<file path="src/rtl/window_3x3_gen.sv">
// ---------------------------------------------------------------------------
// window_3x3_gen
//
// Builds a 3x3 pixel window from the live pixel stream and the two
// line-delayed streams produced by the upstream line buffers. It tracks the
// frame position of every accepted pixel and flags only windows that lie
// fully inside the frame. There is no edge padding.
//
// Ports
//   clk          rising-edge clock
//   rst          synchronous reset, active low
//   data_en      pixel strobe; row*_in are sampled when high
//   frame_start  together with data_en, marks the pixel as (row 0, col 0)
//   row0_in      current-line pixel (bottom row of the window)
//   row1_in      one-line-delayed pixel (middle row of the window)
//   row2_in      two-line-delayed pixel (top row of the window)
//   win_out      window; p(r,c) at [DATA_W*(3*r+c) +: DATA_W],
//                r=0 is the top row, c=0 is the left (oldest) column
//   win_valid    win_out holds a complete in-frame window
//   ctr_col      column of the window centre pixel
//   ctr_row      row of the window centre pixel
//   frame_done   one-cycle pulse after the last pixel of a frame is accepted
// ---------------------------------------------------------------------------
module window_3x3_gen #(
  parameter int DATA_W = 8,
  parameter int IMG_W  = 1280,
  parameter int IMG_H  = 720
) (
  input  logic                      clk,
  input  logic                      rst,
  input  logic                      data_en,
  input  logic                      frame_start,
  input  logic [DATA_W-1:0]         row0_in,
  input  logic [DATA_W-1:0]         row1_in,
  input  logic [DATA_W-1:0]         row2_in,
  output logic [9*DATA_W-1:0]       win_out,
  output logic                      win_valid,
  output logic [$clog2(IMG_W)-1:0]  ctr_col,
  output logic [$clog2(IMG_H)-1:0]  ctr_row,
  output logic                      frame_done
);

  localparam int CW = $clog2(IMG_W);
  localparam int RW = $clog2(IMG_H);

  localparam logic [CW-1:0] COL_LAST = CW'(IMG_W - 1);
  localparam logic [RW-1:0] ROW_LAST = RW'(IMG_H - 1);

  // Position of the next pixel to be accepted.
  logic [CW-1:0] col_cnt;
  logic [RW-1:0] row_cnt;

  // Position of the pixel currently presented on the inputs.
  logic [CW-1:0] cur_col;
  logic [RW-1:0] cur_row;
  logic          col_last;
  logic          row_last;
  logic          in_frame;

  // Incoming pixel per window row: the oldest line feeds the top row.
  logic [DATA_W-1:0] new_pix [3];

  assign new_pix[0] = row2_in;
  assign new_pix[1] = row1_in;
  assign new_pix[2] = row0_in;

  // frame_start forces the presented pixel to (0,0), abandoning whatever
  // frame the counters were tracking.
  always_comb begin
    cur_col  = col_cnt;
    cur_row  = row_cnt;
    if (frame_start) begin
      cur_col = '0;
      cur_row = '0;
    end
    col_last = (cur_col == COL_LAST);
    row_last = (cur_row == ROW_LAST);
    // Columns 0 and 1 of each line still hold pixels of the previous line
    // in the left taps, so they never form a window.
    in_frame = (cur_col >= CW'(2)) && (cur_row >= RW'(2));
  end

  // The shift registers are the window itself, so win_out updates on the
  // same edge that accepts the pixel.
  always_ff @(posedge clk) begin
    if (!rst) begin
      win_out    <= '0;
      win_valid  <= 1'b0;
      ctr_col    <= '0;
      ctr_row    <= '0;
      frame_done <= 1'b0;
      col_cnt    <= '0;
      row_cnt    <= '0;
    end else begin
      win_valid  <= 1'b0;
      frame_done <= 1'b0;
      if (data_en) begin
        for (int r = 0; r < 3; r++) begin
          win_out[DATA_W*(3*r+0) +: DATA_W] <= win_out[DATA_W*(3*r+1) +: DATA_W];
          win_out[DATA_W*(3*r+1) +: DATA_W] <= win_out[DATA_W*(3*r+2) +: DATA_W];
          win_out[DATA_W*(3*r+2) +: DATA_W] <= new_pix[r];
        end

        win_valid <= in_frame;
        // Centre is one column left and one line up from the newest pixel;
        // the centre coordinates hold while no window is flagged.
        if (in_frame) begin
          ctr_col <= cur_col - CW'(1);
          ctr_row <= cur_row - RW'(1);
        end

        if (col_last) begin
          col_cnt <= '0;
          if (row_last) begin
            row_cnt    <= '0;
            frame_done <= 1'b1;
          end else begin
            row_cnt <= cur_row + RW'(1);
          end
        end else begin
          col_cnt <= cur_col + CW'(1);
          row_cnt <= cur_row;
        end
      end
    end
  end

endmodule

</file>
<file path="config.mk">
export PLATFORM = sky130hd
export DESIGN_NAME = window_3x3_gen
export DESIGN_NICKNAME = d
export VERILOG_FILES = /design/src/rtl/window_3x3_gen.sv
export SDC_FILE = /design/constraint.sdc
export NUM_CORES = 1
export LEC_CHECK = 0
export BUFFER_PORTS_ARGS = -buffer_cell sky130_fd_sc_hd__buf_2
export CAP_MARGIN = 0
export CORE_UTILIZATION = 56
export DETAILED_ROUTE_END_ITERATION = 6
export PLACE_DENSITY = 0.8
export SETUP_SLACK_MARGIN = 0.2
export SYNTH_ARGS = -nofsm -noshare
export SYNTH_HDL_FRONTEND = slang
export SYNTH_SLANG_ARGS = --single-unit
export TNS_END_PERCENT = 30
</file>
<file path="constraint.sdc">
create_clock -name clk -period 8 [get_ports clk]
set_input_delay 0.8 -clock clk [delete_from_list [all_inputs] [get_ports clk]]
set_output_delay 0.8 -clock clk [all_outputs]
set_load 0.02 [all_outputs]
</file>
After elaboration in Yosys (flattened, before gate mapping)

Cells that the tools add are included.

Logic and storage cells: 25
Bits in registers: 116
Input bits: 28

Reductions and logical operators: 4
$add $sub $neg: 4
Equal/unequal tests: 2
Magnitude comparators: 2
Mux-type cells: 6

Operators by type and width:

| kind                                                                   | number |
|---|---|
| 10-bit 2-to-1 mux                                                      | 3 |
| 11-bit 2-to-1 mux                                                      | 2 |
| 11-bit by 1-bit adder with 11-bit output, second input constant        | 1 |
| 11-bit == test, second input constant                                  | 1 |
| 11-bit by 2-bit >= comparator with 1-bit output, second input constant | 1 |
| 11-bit by 1-bit subtractor with 11-bit output, second input constant   | 1 |
| 10-bit by 1-bit adder with 10-bit output, second input constant        | 1 |
| 10-bit == test, second input constant                                  | 1 |
| 10-bit by 2-bit >= comparator with 1-bit output, second input constant | 1 |
| 10-bit by 1-bit subtractor with 10-bit output, second input constant   | 1 |
| 2-bit AND reduction                                                    | 2 |
| 3-bit AND reduction                                                    | 1 |
| 1-bit logical AND                                                      | 1 |
| 1-bit 2-to-1 mux                                                       | 1 |

Logic depth before layout (Yosys ltp)

Depth in word-level cells: 4
Mapped depth: 14

Worst setup path after synthesis

OpenSTA, ideal clock, no wires.

Kind: input-to-reg
From: input port frame_start
To: register row_cnt[5]
Arrival time: 3598 ps
Stages: 13
Library setup time: 120 ps
Path buffers: 4
Path slack: 4283 ps
Cell sequence: clkbuf_1 -> inv_1 -> clkbuf_1 -> buf_1 -> clkbuf_1 -> nand2_1 -> inv_1 -> ha_1 -> and4b_1 -> nand3_4 -> or4_1 -> and4_4 -> o31a_1

Longest elaborated chain between the ends: 4
Elaborated cells between the ends (all ways): 7

Ends and longest elaborated chain:

| item                                                                       | RTL line | text |
|---|---|---|
| start, declared                                                            | 32       | `input logic frame_start,` |
| 10-bit 2-to-1 mux                                                          | 72       | `if (frame_start) begin` |
| 10-bit by 1-bit adder with 10-bit output or 10-bit == test (tied branches) | 118, 77  |  |
| 10-bit 2-to-1 mux                                                          | 114      | `if (row_last) begin` |
| 10-bit 2-to-1 mux *                                                        | 112      | `if (col_last) begin` |
| end signal, assigned                                                       | 118      | `row_cnt <= cur_row + RW'(1);` |
| end signal, assigned                                                       | 122      | `row_cnt <= cur_row;` |
| end, declared                                                              | 51       | `logic [RW-1:0] row_cnt;` |

Mark *: on every way between the ends. The rest lies on a longest branch, timed or not.
A chain may end at the register's enable or synchronous reset.

Final worst setup path

Ends and elaborated chain as after synthesis.

==> flow_summary.toml <==
[run_status]
outcome = "completed"

[critical_path]
cpMaxStageDelayCell = "inv_1"
crit_type = "in2reg"
worstPathCellList = "buf_2 -> inv_1 -> nand2_1 -> inv_1 -> ha_1 -> and4b_1 -> nand3_4 -> or4_1 -> and4_4 -> o31a_1"
cp.required_ps = 8390
critPathBufInv = 3
regToRegSetupSlack_ps = 5430
worstPathArrival_ps = 3980
critPathCapture = "row_cnt[5]$_SDFFE_PN0P_"
ff2ff_path_depth = 8
critical_path.endpoint_type = "flop"
cp_top_family = "simple AND/OR/NAND/NOR gates"
worst-path-stages = 10
worstPathMaxFanout = 33
worstReg2RegEnd = "row_cnt[5]$_SDFFE_PN0P_"
start_kind = "input pin"
r2r_start = "col_cnt[0]$_SDFFE_PN0P_"
crit_top_cell = "inv_1"
cp-startpoint = "frame_start"
slowest_delay_ps = 770

[floorplanning]
rows = 34
initial_utilization_pct = 58.8
die_height_um = 98.6
io-pin-count = 123
die_w_um = 98.6
die_area_sq_mm = 0.00972
core_sq_mm = 0.00889

[sta]
skew_ps = 13.8
setup_tns_ps = 0
timing.final.ws_setup_ps = 4410
period_needed_ps = 3590
holdWs_ps = 483
max_freq_ghz = 0.278
finalSetupViolations = 0
worst_pin_slew_ps = 1100
drv_slew = 0
finalHoldViolations = 0
slew-limit-headroom_pct = 26.4
rsz0062_at_grt = "no"
finalCritPeriodShare_pct = 44.9

[grt]
grt_max_degree = 107
overflow = 0
track_usage_pct = 25.7
antenna_found_initial = 0
grt_pass1_wl_mm = 20.3
grt_pass1_vias = 4316

[layout]
final_cell_mix = "buf_2, dfxtp_1, nor2_1"
syn_to_final_growth_pct = 22.1
seqCellArea_sq_mm = 0.00232
num_antenna_cells = 0
nets = 707
fillCellCount = 670
layout_commonest_cell = "buf_2"
drive_gt1_share_pct = 25.7
multi_input_area_sq_mm = 0.00265

[run]
cap_violations = 0

[detailed_routing]
routed_wl_mm = 12.2
num_vias = 4557
drt_iter0_drc = 322
wire_per_inst_um = 15.3
drc_errors = 0
drtPass1Iterations = 5
ant_nets = 0
routed_via_density = 5.75

[clocking]
htree_num_levels = 4
cts_made_buffers = 17
tritoncts = "done"
cts_sinks = 116
cts_root_buffer = "clkbuf_8"
path_clk_slew_ps = 60
cts.path.max_buffers = 2
post_cts_buffers = 0
cts_hold_buf = 0
ctsResizeCount = 0
clk_latency_ps = 500

[placement]
io_buffers = 122
gp_congestion = 0.869
dpl.hpwl_mm = 7.69
pre_cts_ws_ps = 3970

[synth]
synth-edff-count = 0
ys_types = 61
syn_inst = 579
synthFlopType = "dfxtp_1"
postSynthAreaPerCell_sq_um = 9.03
yosysSeqAreaShare_pct = 44.4
yosys_warnings = 0
mappedNetlistArea_sq_mm = 0.00523
async_flop_share_pct = 0
syn-num-nets = 613
synth_seq_cells = 116

[power]
ir_worst_vdd_mv = 0.180
leakagePower_nw = 2.94
power_per_cell_area_mw_per_mm2 = 234

[hold_path]
hold_path.class = "reg2reg"
final cells by class:
class,count,area share (%)
clock buffer,18,6.70
clock inverter,13,2.70
inverter,10,0.608
multi-input combinational,403,41.5
sequential,116,36.4
tap,108,2.12
timing repair buffer,125,9.96
flip-flops by register name (all words and copies together), names as in the netlist:
| signal | flops |
|---|---|
| win_out | 72 |
| col_cnt | 11 |
| ctr_col | 11 |
| ctr_row | 10 |
| row_cnt | 10 |
| frame_done | 1 |
| win_valid | 1 |
how the worst min path moves through the flow:
stage | to | cells past startpoint | from
finish | ctr_row[8]$_SDFFE_PN0P_ | 2 | ctr_row[8]$_SDFFE_PN0P_
global route | win_out[22]$_SDFFE_PN0P_ | 3 | row2_in[6]
CTS | ctr_row[8]$_SDFFE_PN0P_ | 2 | ctr_row[8]$_SDFFE_PN0P_
detailed placement | ctr_row[8]$_SDFFE_PN0P_ | 2 | ctr_row[8]$_SDFFE_PN0P_
global placement | ctr_row[8]$_SDFFE_PN0P_ | 2 | ctr_row[8]$_SDFFE_PN0P_
floorplan | col_cnt[0]$_SDFFE_PN0P_ | 2 | col_cnt[0]$_SDFFE_PN0P_
per-layer routing:
layer | GRT usage, % | vias up | part of all wire [%]
li1 | - | 2231 | -
met1 | 32.7 | 2141 | 44
met2 | 42.3 | 176 | 48
met3 | 7.59 | 9 | 7.1
met4 | 8.27 | 0 | 0.64
met5 | 0 | - | 0
synth_stat cells (all sizes together) (6+ instances only):
library cell | count | area share, %
clkbuf | 27 | 2.0
buf | 23 | 2.3
ha | 6 | 1.4
a211oi | 9 | 2.0
a21oi | 35 | 3.4
inv | 10 | 0.72
a311oi | 9 | 1.7
nor4 | 8 | 1.1
o21ai | 21 | 2.0
nor2 | 94 | 6.9
dfxtp | 116 | 44
nand3 | 20 | 2.2
a31oi | 8 | 0.96
mux2i | 72 | 14
nand2 | 39 | 2.8
nor3 | 13 | 1.2
stage by stage:
step                util [%]  power, W  std cells  area, sq um
finish                  71.8   0.00149        793         6380
global placement        65.0  0.000739        762         5780
detailed placement      65.0  0.000742        762         5780
floorplan                  -  0.000707        579         5230
CTS                     71.8   0.00151        793         6380
global route            71.8   0.00154        793         6380
tightest hold or removal path: stages (launching register included):
cell and delay (ps):
dfxtp_1 320, nand2_1 60, o32ai_1 60
cells by family (layout without fill, tap and decap cells):
family,after synthesis,count (layout),share of synthesized area [%]
AO/OA/AOI/OAI,103,103,13.5
XOR/XNOR,10,10,1.68
adder cells (fa/ha/maj),6,6,1.44
buffers and inverters,60,166,4.98
flip-flops,116,116,44.4
multiplexers,73,73,14.0
AND/OR/NAND/NOR,211,211,19.9
power by group:
part / leakage [nW] / total [W] / internal, W / switching [W]
logic: 1.72 / 0.000122 / 0.0000451 / 0.0000774
registers: 0.942 / 0.000609 / 0.000595 / 0.0000135
clock network: 0.281 / 0.000762 / 0.000486 / 0.000277
No activity file was read; power rests on OpenSTA's default activity.
